<file path="config.mk">
export PLATFORM = sky130hd
export DESIGN_NAME = pc_request_unit_flat
export DESIGN_NICKNAME = d
export VERILOG_FILES = /design/src/rtl/pc_request_unit_if.sv /design/src/rtl/pc_request_unit.sv /design/src/flat_wrapper.sv
export SDC_FILE = /design/constraint.sdc
export NUM_CORES = 1
export LEC_CHECK = 0
export CAP_MARGIN = 20
export CORE_UTILIZATION = 39
export CTS_BUF_LIST = sky130_fd_sc_hd__clkbuf_16
export CTS_CLUSTER_SIZE = 10
export DETAILED_ROUTE_END_ITERATION = 7
export GPL_TIMING_DRIVEN = 1
export PLACE_DENSITY = 0.82
export SLEW_MARGIN = 15
export SYNTH_ARGS = -nofsm -noshare
export SYNTH_HDL_FRONTEND = slang
export SYNTH_SLANG_ARGS = --single-unit
</file>
<file path="constraint.sdc">
create_clock -name CLK -period 3.5 [get_ports CLK]
set_input_delay 0.35 -clock CLK [delete_from_list [all_inputs] [get_ports CLK]]
set_output_delay 0.35 -clock CLK [all_outputs]
set_load 0.02 [all_outputs]
</file>
<file path="src/rtl/pc_request_unit_if.sv">
// Fetch/data-memory handshake bundle between pc_request_unit and its environment.
// The retired-instruction count is present only when RETIRE_COUNT_EN is defined.
interface pc_request_unit_if;
    logic        ihit;
    logic        dhit;
    logic [31:0] imemload;
    logic        memread;
    logic        memwrite;
    logic        jump;
    logic [31:0] pcAddrOut;
    logic        jrsig;
    logic [31:0] rs_data;
    logic        beq;
    logic        bne;
    logic        alu_zero;
    logic [15:0] immOut;
    logic        halt;
    logic [31:0] imemaddr;
    logic        imemREN;
    logic        dmemREN;
    logic        dmemWEN;
    logic [31:0] instr;
    logic [31:0] pc_plus4;
    logic        halted;
`ifdef RETIRE_COUNT_EN
    logic [31:0] retired;
`endif

    // Fetch unit side: issues memory requests, consumes control decodes.
    modport master (
        input  ihit, dhit, imemload, memread, memwrite, jump, pcAddrOut,
               jrsig, rs_data, beq, bne, alu_zero, immOut, halt,
`ifdef RETIRE_COUNT_EN
        output retired,
`endif
        output imemaddr, imemREN, dmemREN, dmemWEN, instr, pc_plus4, halted
    );

    // Memory / control-unit side.
    modport slave (
        output ihit, dhit, imemload, memread, memwrite, jump, pcAddrOut,
               jrsig, rs_data, beq, bne, alu_zero, immOut, halt,
`ifdef RETIRE_COUNT_EN
        input  retired,
`endif
        input  imemaddr, imemREN, dmemREN, dmemWEN, instr, pc_plus4, halted
    );
endinterface

</file>
<file path="src/rtl/pc_request_unit.sv">
// Fetch stage and memory-request sequencer: holds the PC, fetches instructions,
// sequences one data access per LW/SW before the PC advances, and latches HALT.
// Optional feature macro: RETIRE_COUNT_EN adds a 32-bit retired-instruction counter.
module pc_request_unit #(
    parameter logic [31:0] PC_INIT = 32'h0000_0000
) (
    input logic             CLK,
    input logic             nRST,
    pc_request_unit_if.master bus
);

    typedef enum logic [1:0] {FETCH, DATA, HALTED} state_e;

    state_e      state_q, state_d;
    logic [31:0] pc_q, pc_d;
    logic        dmem_ren_q, dmem_ren_d;
    logic        dmem_wen_q, dmem_wen_d;
    logic        halted_q, halted_d;

    logic [31:0] pc_plus4_w;
    logic [31:0] branch_target;
    logic        branch_taken;
    logic [31:0] next_pc;

`ifdef RETIRE_COUNT_EN
    logic [31:0] retired_q, retired_d;
    logic        retire;
`endif

    // State register: all sequential state with asynchronous active-low reset.
    always_ff @(posedge CLK or negedge nRST) begin
        if (!nRST) begin
            state_q    <= FETCH;
            pc_q       <= PC_INIT;
            dmem_ren_q <= 1'b0;
            dmem_wen_q <= 1'b0;
            halted_q   <= 1'b0;
`ifdef RETIRE_COUNT_EN
            retired_q  <= '0;
`endif
        end else begin
            state_q    <= state_d;
            pc_q       <= pc_d;
            dmem_ren_q <= dmem_ren_d;
            dmem_wen_q <= dmem_wen_d;
            halted_q   <= halted_d;
`ifdef RETIRE_COUNT_EN
            retired_q  <= retired_d;
`endif
        end
    end

    // Next-PC selection: JR over J/JAL over taken branch over sequential.
    always_comb begin
        pc_plus4_w    = pc_q + 32'd4;
        branch_target = pc_plus4_w + {{14{bus.immOut[15]}}, bus.immOut, 2'b00};
        branch_taken  = (bus.beq & bus.alu_zero) | (bus.bne & ~bus.alu_zero);
        if (bus.jrsig)
            next_pc = bus.rs_data;
        else if (bus.jump)
            next_pc = bus.pcAddrOut;
        else if (branch_taken)
            next_pc = branch_target;
        else
            next_pc = pc_plus4_w;
    end

    // Next-state logic: fetch handshake, data-access sequencing and halt latch.
    always_comb begin
        state_d    = state_q;
        pc_d       = pc_q;
        dmem_ren_d = dmem_ren_q;
        dmem_wen_d = dmem_wen_q;
        halted_d   = halted_q;
        case (state_q)
            FETCH: begin
                if (bus.ihit) begin
                    if (bus.halt) begin
                        state_d  = HALTED;
                        halted_d = 1'b1;
                    end else if (bus.memread | bus.memwrite) begin
                        state_d    = DATA;
                        dmem_ren_d = bus.memread;
                        dmem_wen_d = bus.memwrite & ~bus.memread;
                    end else begin
                        pc_d = next_pc;
                    end
                end
            end
            DATA: begin
                if (bus.dhit) begin
                    state_d    = FETCH;
                    dmem_ren_d = 1'b0;
                    dmem_wen_d = 1'b0;
                    pc_d       = pc_plus4_w;
                end
            end
            HALTED: ;
            default: state_d = FETCH;
        endcase
    end

`ifdef RETIRE_COUNT_EN
    // Retire strobe: each PC update, plus the HALT instruction itself.
    always_comb begin
        retire    = ((state_q == FETCH) & bus.ihit & (bus.halt | ~(bus.memread | bus.memwrite)))
                  | ((state_q == DATA) & bus.dhit);
        retired_d = retired_q + {31'd0, retire};
    end
`endif

    // Output logic: fetch request only in FETCH; data requests are registered.
    always_comb begin
        bus.imemaddr = pc_q;
        bus.imemREN  = (state_q == FETCH);
        bus.dmemREN  = dmem_ren_q;
        bus.dmemWEN  = dmem_wen_q;
        bus.instr    = bus.imemload;
        bus.pc_plus4 = pc_plus4_w;
        bus.halted   = halted_q;
`ifdef RETIRE_COUNT_EN
        bus.retired  = retired_q;
`endif
    end

endmodule

</file>
<file path="src/flat_wrapper.sv">
// flat-port wrapper written by rule: the top's interface ports become plain ports
module pc_request_unit_flat 
#(
    parameter logic [31:0] PC_INIT = 32'h0000_0000
)
  (CLK, nRST, bus_ihit, bus_dhit, bus_imemload, bus_memread, bus_memwrite, bus_jump, bus_pcAddrOut, bus_jrsig, bus_rs_data, bus_beq, bus_bne, bus_alu_zero, bus_immOut, bus_halt, bus_imemaddr, bus_imemREN, bus_dmemREN, bus_dmemWEN, bus_instr, bus_pc_plus4, bus_halted);
  pc_request_unit_if bus_i ();
  input logic CLK;
  input logic nRST;
  input wire logic [$bits(bus_i.ihit)-1:0] bus_ihit;
  input wire logic [$bits(bus_i.dhit)-1:0] bus_dhit;
  input wire logic [$bits(bus_i.imemload)-1:0] bus_imemload;
  input wire logic [$bits(bus_i.memread)-1:0] bus_memread;
  input wire logic [$bits(bus_i.memwrite)-1:0] bus_memwrite;
  input wire logic [$bits(bus_i.jump)-1:0] bus_jump;
  input wire logic [$bits(bus_i.pcAddrOut)-1:0] bus_pcAddrOut;
  input wire logic [$bits(bus_i.jrsig)-1:0] bus_jrsig;
  input wire logic [$bits(bus_i.rs_data)-1:0] bus_rs_data;
  input wire logic [$bits(bus_i.beq)-1:0] bus_beq;
  input wire logic [$bits(bus_i.bne)-1:0] bus_bne;
  input wire logic [$bits(bus_i.alu_zero)-1:0] bus_alu_zero;
  input wire logic [$bits(bus_i.immOut)-1:0] bus_immOut;
  input wire logic [$bits(bus_i.halt)-1:0] bus_halt;
  output wire logic [$bits(bus_i.imemaddr)-1:0] bus_imemaddr;
  output wire logic [$bits(bus_i.imemREN)-1:0] bus_imemREN;
  output wire logic [$bits(bus_i.dmemREN)-1:0] bus_dmemREN;
  output wire logic [$bits(bus_i.dmemWEN)-1:0] bus_dmemWEN;
  output wire logic [$bits(bus_i.instr)-1:0] bus_instr;
  output wire logic [$bits(bus_i.pc_plus4)-1:0] bus_pc_plus4;
  output wire logic [$bits(bus_i.halted)-1:0] bus_halted;
  assign bus_i.ihit = bus_ihit;
  assign bus_i.dhit = bus_dhit;
  assign bus_i.imemload = bus_imemload;
  assign bus_i.memread = bus_memread;
  assign bus_i.memwrite = bus_memwrite;
  assign bus_i.jump = bus_jump;
  assign bus_i.pcAddrOut = bus_pcAddrOut;
  assign bus_i.jrsig = bus_jrsig;
  assign bus_i.rs_data = bus_rs_data;
  assign bus_i.beq = bus_beq;
  assign bus_i.bne = bus_bne;
  assign bus_i.alu_zero = bus_alu_zero;
  assign bus_i.immOut = bus_immOut;
  assign bus_i.halt = bus_halt;
  assign bus_imemaddr = bus_i.imemaddr;
  assign bus_imemREN = bus_i.imemREN;
  assign bus_dmemREN = bus_i.dmemREN;
  assign bus_dmemWEN = bus_i.dmemWEN;
  assign bus_instr = bus_i.instr;
  assign bus_pc_plus4 = bus_i.pc_plus4;
  assign bus_halted = bus_i.halted;
  pc_request_unit #(.PC_INIT(PC_INIT)) u_core (.CLK(CLK), .nRST(nRST), .bus(bus_i));
endmodule
</file>
==> flow_summary.json <==
{
  "violations": "negative setup slack",
  "finalNonFillerCells": 1053,
  "design_area_um2": 7970,
  "setup_viol": 4,
  "intPower_mw": 3.59,
  "cts_tree": "built",
  "cap_violations": 0,
  "multi_input_area_um2": 3940,
  "dp_hpwl_um": 15400,
  "grt_use_met2": 0.512,
  "drc_errors": 0,
  "rsz0062_at_grt": "yes",
  "worstPathRequired_ps": 3680,
  "slew_violations": 0,
  "min_period_over_period": 1.06,
  "grt_pass1_vias": 6010,
  "postLayoutCoreUtil": 0.658,
  "place.gp.congestion": 1.04,
  "htreeDepth": 2,
  "cp_cell_sequence": "ha_4 > nand2_2 > or3_4 > nor2_4 > nand3_4 > xnor2_4 > ha_4 > nand4_1 > or4_1 > a21o_1 > a311oi_2 > nor2_1 > a21oi_2 > xor2_1 > a21oi_1 > nand3b_1",
  "dp_cells": 1036,
  "fin_tns_setup_ps": -519,
  "die_x_um": 114,
  "most-common-layout-cells": "clkdlybuf4s50_1, buf_4, a21oi_1",
  "p_total_mw": 6.60,
  "worstMarginPinSlew_ps": 950,
  "synth_edf_count": 0,
  "rr_endpoint": "u_core.bus.imemaddr[31]",
  "crit_type": "reg -> reg",
  "layout_commonest_cell": "clkdlybuf4s50_1",
  "seq_power_share": 0.131,
  "power.density_nw_per_um2": 828,
  "critPathMaxStageDelay_ps": 450,
  "grt.busiest_layer": "met2",
  "power.net_switching_mw": 3.01,
  "end_kind": "flip-flop",
  "placed_area_um2": 7520,
  "dieArea_um2": 13000,
  "syn-num-nets": 812,
  "fill_cells": 971,
  "area_growth_syn_to_layout_pct": 63.0,
  "synth_seq_cells": 37,
  "fmax_mhz": 270,
  "outcome": "finished with violations",
  "period_minus_slack_ps": 3710,
  "grt.overflow.total": 0,
  "hold-worst-slack_ps": 199,
  "crit_top_cell": "ha_4",
  "use_met1": 0.385,
  "hold_viol_final": 0,
  "path_max_fanout": 4,
  "via_per_inst": 5.86,
  "route.antenna.remaining_nets": 0,
  "clk_latency_ps": 300,
  "worst_slack_ps": -210,
  "ff_latch_area_um2": 940,
  "grt_pass1_wl_um": 30700,
  "use_met3": 0.0563,
  "vias": 6169,
  "drt_iter0_markers": 514,
  "rows": 40,
  "combPwrFrac": 0.775,
  "cts_buffers": 5,
  "initial_core_util": 0.404,
  "grt_usage": 0.306,
  "start_kind": "flip-flop",
  "final_nets": 1045,
  "cts_hold_repair.buffers": 0,
  "antenna_cells": 0,
  "p_leak_nw": 3.39,
  "vdd_drop_max_v": 0.000620,
  "clk_pin_slew_ps": 60,
  "fp.dieH_um": 114,
  "dr.pass1.iters": 5,
  "layout-drive-gt1-share": 0.255,
  "syn_inst": 651,
  "pre_cts_ws_ps": -176,
  "wl_per_cell_um": 19.2,
  "clockBufferDepth": 2,
  "root_buffer": "clkbuf_16",
  "core-area_um2": 12100,
  "arrival_ps": 3890,
  "hp-class": "in -> async",
  "synthArstFlopShare": 1.00,
  "crit_slowest_cell": "or4_1",
  "p_clk_frac": 0.094,
  "clock-sinks": 37,
  "cp_num_cells": 16,
  "r2r_slack_ps": -210,
  "critPathBufInv": 0,
  "synthDistinctLibCells": 69,
  "cpLargestDelayFamily": "simple AND/OR/NAND/NOR gates",
  "io_buffers": 159,
  "yosysWarnings": 0,
  "syn-cell-area_um2": 4890,
  "grt_max_degree": 38,
  "finalClockSkew_ps": 4.88,
  "routed_wl_um": 20200,
  "synth_top_flop_cell": "dfrtp_1",
  "relSlewSlack": 0.367,
  "synth_area_per_cell_um2": 7.51,
  "ios": 224,
  "antenna_found_initial": 0,
  "seq_area_frac_synth": 0.189,
  "r2r_start": "u_core.bus.imemaddr[3]",
  "swShare": 0.456,
  "rr_worst_depth": 16
}
==> flip-flops by register name, summed over array words and instances, names as in the netlist <==
name,flops
u_core.bus.imemaddr,32
u_core.bus.dmemREN,1
u_core.state_q,2
u_core.bus.dmemWEN,1
u_core.bus.halted,1
==> what timing repair did <==
action,4_1_cts,5_1_grt
resized for setup,11,28
setup endpoints to repair,8,15
buffers inserted,6,3
pin swaps,9,17
hold endpoints to repair,0,0
==> how the worst max path moves through the flow <==
stage	startpoint	end
floorplan	u_core.bus.imemaddr[2]	u_core.bus.imemaddr[31]
global placement	u_core.bus.imemaddr[3]	u_core.bus.imemaddr[31]
detailed placement	u_core.bus.imemaddr[3]	u_core.bus.imemaddr[31]
CTS	u_core.bus.imemaddr[3]	u_core.bus.imemaddr[31]
global route	u_core.bus.imemaddr[3]	u_core.bus.imemaddr[29]
finish	u_core.bus.imemaddr[3]	u_core.bus.imemaddr[31]
==> power groups by stage <==
stage                     registers [mW]  clock network (mW)  logic, mW
final                              0.862               0.619       5.12
after global routing               0.884               0.635       5.49
after CTS                          0.852               0.617       4.90
after detailed placement           0.858                   0       4.81
after global placement             0.846                   0       4.77
after floorplan                     1.17                   0       2.37
==> cell type report <==
type / instances / area share
repair buffers: 294 / 0.327
flip-flops and latches: 37 / 0.118
inverters: 22 / 0.0104
well taps: 168 / 0.0264
clock buffers: 5 / 0.0157
clock inverters: 3 / 0.00863
multi-input cells: 524 / 0.494
==> routing by layer <==
metal  share of wire  vias to the layer above
met4           0.033                        0
met3           0.096                       55
met2            0.47                      345
met1            0.40                     2911
met5               0                        -
li1                -                     2858
==> kinds of logic after synthesis <==
| family | after synthesis | synth area share |
|---|---|---|
| compound gates | 231 | 0.311 |
| xor+xnor | 49 | 0.0916 |
| fa+ha+maj | 37 | 0.0962 |
| buf+inv | 90 | 0.0970 |
| flops | 37 | 0.189 |
| mux | 3 | 0.00640 |
| simple gates | 204 | 0.209 |
==> cell usage after synthesis, drive strengths merged (5+ instances only) <==
cell type | number | share of area
a21oi | 61 | 0.062
nor2 | 56 | 0.043
nand2 | 51 | 0.039
buf | 43 | 0.061
o21ai | 43 | 0.044
dfrtp | 37 | 0.19
ha | 36 | 0.092
xnor2 | 30 | 0.054
clkbuf | 25 | 0.019
nand3 | 23 | 0.025
inv | 22 | 0.017
xor2 | 19 | 0.038
nor3 | 18 | 0.018
a21o | 16 | 0.025
a31oi | 13 | 0.017
a221oi | 12 | 0.021
o22ai | 12 | 0.015
and3 | 11 | 0.015
nand4 | 11 | 0.015
a22oi | 8 | 0.012
o21bai | 7 | 0.012
a211oi | 6 | 0.0092
a221o | 6 | 0.012
o31ai | 6 | 0.0092
a22o | 5 | 0.0090
nor2b | 5 | 0.0064
nor4 | 5 | 0.011
No activity file was read; power rests on OpenSTA's default activity.
